===== config.mk =====
export PLATFORM = sky130hd
export DESIGN_NAME = hazard_scoreboard
export DESIGN_NICKNAME = d
export VERILOG_FILES = /design/src/rtl/hazard_scoreboard.sv
export SDC_FILE = /design/constraint.sdc
export NUM_CORES = 1
export LEC_CHECK = 0
export CAP_MARGIN = 20
export CORE_MARGIN = 2
export CORE_UTILIZATION = 30
export DETAILED_ROUTE_END_ITERATION = 8
export PLACE_DENSITY = 0.56
export SLEW_MARGIN = 40
export SYNTH_ARGS = -nofsm -noshare
export SYNTH_HDL_FRONTEND = slang
export SYNTH_SLANG_ARGS = --single-unit
export TNS_END_PERCENT = 30

===== constraint.sdc =====
create_clock -name CLK -period 5.9 [get_ports CLK]
set_clock_uncertainty 0.15 [all_clocks]
set_input_delay 1.18 -clock CLK [delete_from_list [all_inputs] [get_ports CLK]]
set_output_delay 1.18 -clock CLK [all_outputs]
set_load 0.01 [all_outputs]

===== src/rtl/hazard_scoreboard.sv =====
`default_nettype none
// ============================================================================
// Module   : hazard_scoreboard
// Purpose  : Tracks pending register writes for the post-ID pipeline stages
//            and derives per-source forwarding selects, load-use stalls,
//            control-bubble insertion and PC / IF-ID load enables. A memory
//            freeze input holds the whole scoreboard while data memory is
//            busy.
// Revision : 1.0 - initial parametrised release
// ----------------------------------------------------------------------------
// Ports
//   CLK           in   clock, rising edge
//   CLR           in   asynchronous active-high reset
//   id_valid      in   ID holds a real instruction
//   id_src        in   NUM_SRC packed source register addresses
//   id_src_used   in   per-source "is read" flags
//   id_rd         in   destination register of the ID instruction
//   id_rf_en      in   ID instruction writes the register file
//   id_load       in   ID instruction is a load
//   flush         in   taken branch, squash the ID instruction
//   mem_busy      in   data memory not ready, freeze pipeline
//   fwd_sel       out  per-source select (0 = register file, k = stage k)
//   stall         out  load-use or freeze stall
//   nop_insert    out  force a control bubble into ID/EX
//   pc_en         out  PC load enable
//   ifid_le       out  IF/ID load enable
//   stall_cycles  out  (HAZ_STATS_EN only) saturating load-use stall count
//   freeze_cycles out  (HAZ_STATS_EN only) saturating freeze cycle count
// Optional : define HAZ_STATS_EN to add the two statistics counters.
// ============================================================================
module hazard_scoreboard #(
  parameter int REG_ADDR_W = 4,
  parameter int NUM_SRC    = 3,
  parameter int FWD_STAGES = 3,
  parameter int LOAD_AVAIL = 2,
  parameter int PC_REG     = 15,
  localparam int SEL_W     = $clog2(FWD_STAGES + 1)
) (
  input  logic                          CLK,
  input  logic                          CLR,
  input  logic                          id_valid,
  input  logic [NUM_SRC*REG_ADDR_W-1:0] id_src,
  input  logic [NUM_SRC-1:0]            id_src_used,
  input  logic [REG_ADDR_W-1:0]         id_rd,
  input  logic                          id_rf_en,
  input  logic                          id_load,
  input  logic                          flush,
  input  logic                          mem_busy,
  output logic [NUM_SRC*SEL_W-1:0]      fwd_sel,
  output logic                          stall,
  output logic                          nop_insert,
  output logic                          pc_en,
  output logic                          ifid_le
`ifdef HAZ_STATS_EN
  ,
  output logic [15:0]                   stall_cycles,
  output logic [15:0]                   freeze_cycles
`endif
);

  localparam logic [REG_ADDR_W-1:0] C_PC_ADDR = REG_ADDR_W'(PC_REG);

  // Scoreboard entries; index 1 is ID/EX, index FWD_STAGES is the oldest.
  logic                  r_v    [1:FWD_STAGES];
  logic [REG_ADDR_W-1:0] r_rd   [1:FWD_STAGES];
  logic                  r_load [1:FWD_STAGES];

  logic [NUM_SRC-1:0]    w_lu_port;
  logic                  w_lu_hazard;

  // Per-source match search. Scanning oldest to youngest lets the youngest
  // producer overwrite, so both the select and the load-use flag reflect it.
  for (genvar gi = 0; gi < NUM_SRC; gi++) begin : g_port
    logic [REG_ADDR_W-1:0] w_src;
    logic [SEL_W-1:0]      w_sel;
    logic                  w_lu;

    assign w_src = id_src[gi*REG_ADDR_W +: REG_ADDR_W];

    always_comb begin
      w_sel = '0;
      w_lu  = 1'b0;
      for (int k = FWD_STAGES; k >= 1; k--) begin
        if (id_src_used[gi] && r_v[k] && (r_rd[k] == w_src) &&
            (w_src != C_PC_ADDR)) begin
          w_sel = SEL_W'(k);
          w_lu  = r_load[k] && (k < LOAD_AVAIL);
        end
      end
    end

    assign fwd_sel[gi*SEL_W +: SEL_W] = w_sel;
    assign w_lu_port[gi]              = w_lu;
  end

  assign w_lu_hazard = id_valid && !flush && (|w_lu_port);

  // Control outputs. While CLR is held the pipeline sees reset values even if
  // a freeze request is still asserted.
  always_comb begin
    stall      = 1'b0;
    nop_insert = 1'b0;
    pc_en      = 1'b1;
    ifid_le    = 1'b1;
    if (!CLR) begin
      if (mem_busy) begin
        stall   = 1'b1;
        pc_en   = 1'b0;
        ifid_le = 1'b0;
      end else if (flush) begin
        nop_insert = 1'b1;
      end else if (w_lu_hazard) begin
        stall      = 1'b1;
        pc_en      = 1'b0;
        ifid_le    = 1'b0;
        nop_insert = 1'b1;
      end
    end
  end

  // Scoreboard shift. Flush and load-use both inject a bubble into stage 1.
  always_ff @(posedge CLK or posedge CLR) begin
    if (CLR) begin
      for (int k = 1; k <= FWD_STAGES; k++) begin
        r_v[k]    <= 1'b0;
        r_rd[k]   <= '0;
        r_load[k] <= 1'b0;
      end
    end else if (!mem_busy) begin
      for (int k = FWD_STAGES; k >= 2; k--) begin
        r_v[k]    <= r_v[k-1];
        r_rd[k]   <= r_rd[k-1];
        r_load[k] <= r_load[k-1];
      end
      r_v[1]    <= id_valid && id_rf_en && !flush && !w_lu_hazard;
      r_rd[1]   <= id_rd;
      r_load[1] <= id_load;
    end
  end

`ifdef HAZ_STATS_EN
  logic [15:0] r_stall_cnt;
  logic [15:0] r_freeze_cnt;

  always_ff @(posedge CLK or posedge CLR) begin
    if (CLR) begin
      r_stall_cnt  <= '0;
      r_freeze_cnt <= '0;
    end else begin
      if (mem_busy && (r_freeze_cnt != 16'hFFFF)) begin
        r_freeze_cnt <= r_freeze_cnt + 16'd1;
      end
      // w_lu_hazard already excludes flush cycles.
      if (!mem_busy && w_lu_hazard && (r_stall_cnt != 16'hFFFF)) begin
        r_stall_cnt <= r_stall_cnt + 16'd1;
      end
    end
  end

  assign stall_cycles  = r_stall_cnt;
  assign freeze_cycles = r_freeze_cnt;
`endif

endmodule
`default_nettype wire


==> key figures <==
Timing
  – Final Hold Fails: 0
  – Slew Limit Fails: 0
  – Relative slew slack: about 57%
  – RSZ-0062 raised after global routing: no
  – Worst Tran Pin Value: ~0.64 ns
  – Fmax: 205 MHz
  – Shortest period the worst path allows: between 4 and 5 ns
  – Crit share post-route: about 83%
  – TNS Setup: 0 ns
  – Hold WS: between 0.4 and 0.5 ns
  – Final-report setup violation count: 0

Floorplanning
  – Die Width: ~68 um
  – Site Rows: 23
  – Boundary Pins: 36
  – Core Area: 3940 sq um
  – Die height: approximately 68 um
  – Die area: 4590 sq um
  – Effective utilization at floorplan: 30.9%

Global route
  – GR Overflow Total: 0
  – Met3 Use GR: 1.83%
  – GRT Util Overall: 15.8%
  – Top Usage Layer GRT: met2
  – M2 GR Usage: a little over a quarter
  – M1 GR Usage: about a fifth
  – Pin count of the biggest net entering global routing: 22
  – Vias in the first global route: roughly 1,200
  – Antenna violations before repair: 0
  – First-pass GRT wire length: approximately 5400 um

Clocking
  – Post CTS Setup Buffer Count: 0
  – Clk slew on worst S/H paths: roughly 0.06 ns
  – # clock sinks: 16
  – Maximum clock path buffer count: 2
  – CTS Buf Count: 3
  – H-tree depth: 1
  – TritonCTS clock tree: done
  – Hold Buf Count CTS: 0
  – Post-CTS Resized: 0
  – Worst-Skew Late Latency: 0.25 ns
  – CTS root buf: clkbuf_8

Worst setup path
  – R2r setup slk: approximately 4.1 ns
  – CP Data Arrival Time: 3.55 ns
  – Maximum net fanout on the critical path: 5
  – CP required: 4.57 ns
  – Critical path endpoint category: output pin
  – Startpoint types: input port
  – Kind of critical path: input port to output pin

Drt
  – Vias per std cell: approximately 5.1
  – Initial DRC count: 55
  – Residual DRC: 0
  – Drt pass-1 iters: 4
  – Routed vias: 1,102
  – Detail Route Antenna Nets: 0
  – Final wirelength: about 3300 um
  – Avg WL per Cell: between 15 and 20 um

Place
  – GP Congestion: between 0.8 and 0.9
  – HPWL Detailed: about 2600 um
  – Port bufs: 35

Finish
  – Most frequent cells in the layout: clkdlybuf4s50_1, xnor2_1, dfrtp_1, xor2_1, mux2_2
  – Fraction of layout cells with a size suffix above 1: between 15 and 20%
  – Most common cell after layout, fill and taps aside: clkdlybuf4s50_1
  – Nets: between 150 and 200
  – Fill cell count: ~380
  – Ant diodes: 0
  – Syn-to-layout area delta: 37.9%

Logic synthesis
  – Sequential fraction of the synthesis area: 32.8%
  – Flops & latches, synth: 16
  – Syn avg cell area: between 9 and 10 sq um
  – Syn nets: 152
  – Synth Warn #: 0
  – Post-Synthesis Cells: roughly 130
  – Post-Syn Area: ~1200 sq um
  – Synth unique cells: 29

Run status
  – Outcome: complete, no violations

Pwr
  – Overall Power: 0.342 mW
  – Peak VDD IR: between 0.15 and 0.2 mV
  – Static Leak: around 0.64 nW
  – Power per cell area: approximately 200 nW/um^2

Hold path
  – Min-Delay Path Class: flip-flop to flip-flop

Job
  – Max_cap viols: 0
==> per-layer routing <==
layer	up-vias	part of all wire, %
li1	530	-
met1	524	43
met2	38	49
met3	10	6.5
met4	0	1.9
met5	-	0
==> cells in the mapped netlist (all sizes together) <==
| cell type | n | area share (%) |
|---|---|---|
| xnor2 | 18 | 13 |
| dfrtp | 16 | 33 |
| xor2 | 15 | 11 |
| mux2 | 13 | 12 |
| nand2 | 11 | 3.4 |
| nand4 | 8 | 4.1 |
| inv | 7 | 2.2 |
| nor2 | 6 | 1.8 |
| nor3 | 5 | 2.5 |
| nor4 | 5 | 3.6 |
| nand3 | 3 | 1.2 |
| o41ai | 3 | 2.2 |
| clkbuf | 2 | 0.62 |
| o21ai | 2 | 0.82 |
| a211oi | 1 | 0.62 |
| a222oi | 1 | 0.82 |
| a22o | 1 | 0.72 |
| buf | 1 | 0.62 |
| nor2b | 1 | 0.51 |
| nor4b | 1 | 1.9 |
| o211ai | 1 | 0.62 |
| o22ai | 1 | 0.51 |
| o311ai | 1 | 0.72 |
| o31ai | 1 | 0.62 |
| o41a | 1 | 0.92 |
| or2 | 1 | 0.51 |
==> power breakdown <==
part | internal, mW | switching (mW) | total, mW
Sequential | 0.123 | 0.0282 | 0.152
Combinational | 0.0565 | 0.0394 | 0.0959
Clock | 0.0591 | 0.0355 | 0.0946
==> worst paths after layout <==
check	cells past startpoint	from	endpoint
worst max register to register	5	r_rd[9]$_DFFE_PP0N_	r_v[2]$_DFFE_PP0N_
worst min register to register	1	r_load[2]$_DFFE_PP0N_	r_load[2]$_DFFE_PP0N_
worst max-delay path	7	id_src[0]	stall
max in group asynchronous	2	CLR	r_rd[9]$_DFFE_PP0N_
worst min-delay path	1	r_load[2]$_DFFE_PP0N_	r_load[2]$_DFFE_PP0N_
min in group asynchronous	2	CLR	r_load[2]$_DFFE_PP0N_
==> sequential cells by signal, indices dropped and copies added (netlist names) <==
signal / cells
r_load: 1
r_rd: 12
r_v: 3
==> cell families (layout without fill, tap and decap cells) <==
family,after synthesis,after routing,share of synthesized area [%]
and+or+nand+nor,41,41,19.6
xor gates and xnor gates,33,33,23.7
DFF,16,16,32.8
AOI/OAI and AO/OA,13,13,8.51
muxes,13,13,12.0
buffers and inverters,10,48,3.38
==> through the flow <==
step / util [%] / setup WS, ns / std cells / cell area (sq um)
finish: 42.7 / 1.02 / 214 / 1680
global route: 42.7 / 0.889 / 214 / 1680
CTS: 42.8 / 0.986 / 214 / 1690
detailed placement: 41.4 / 0.981 / 210 / 1630
global placement: 41.4 / 1.08 / 210 / 1630
floorplan: - / 2.06 / 126 / 1220
==> worst max-delay path: stages <==
cell and delay (ns):
clkdlybuf4s50_1 0.57, inv_2 0.05, a222oi_1 0.32, nor4b_4 0.36
nor3_2 0.10, o41ai_1 0.34, clkdlybuf4s50_1 0.62
==> layout make-up <==
| class | count | area (sq um) | area share, % |
|---|---|---|---|
| repair buffers | 37 | 360 | 21.4 |
| well taps | 50 | 62.6 | 3.72 |
| clock buffers | 4 | 55.1 | 3.27 |
| flip-flops and latches | 16 | 400 | 23.8 |
| inverters | 7 | 26.3 | 1.56 |
| multi-input cells | 100 | 778 | 46.2 |
Note: power is estimated with default switching activity, not from simulation.
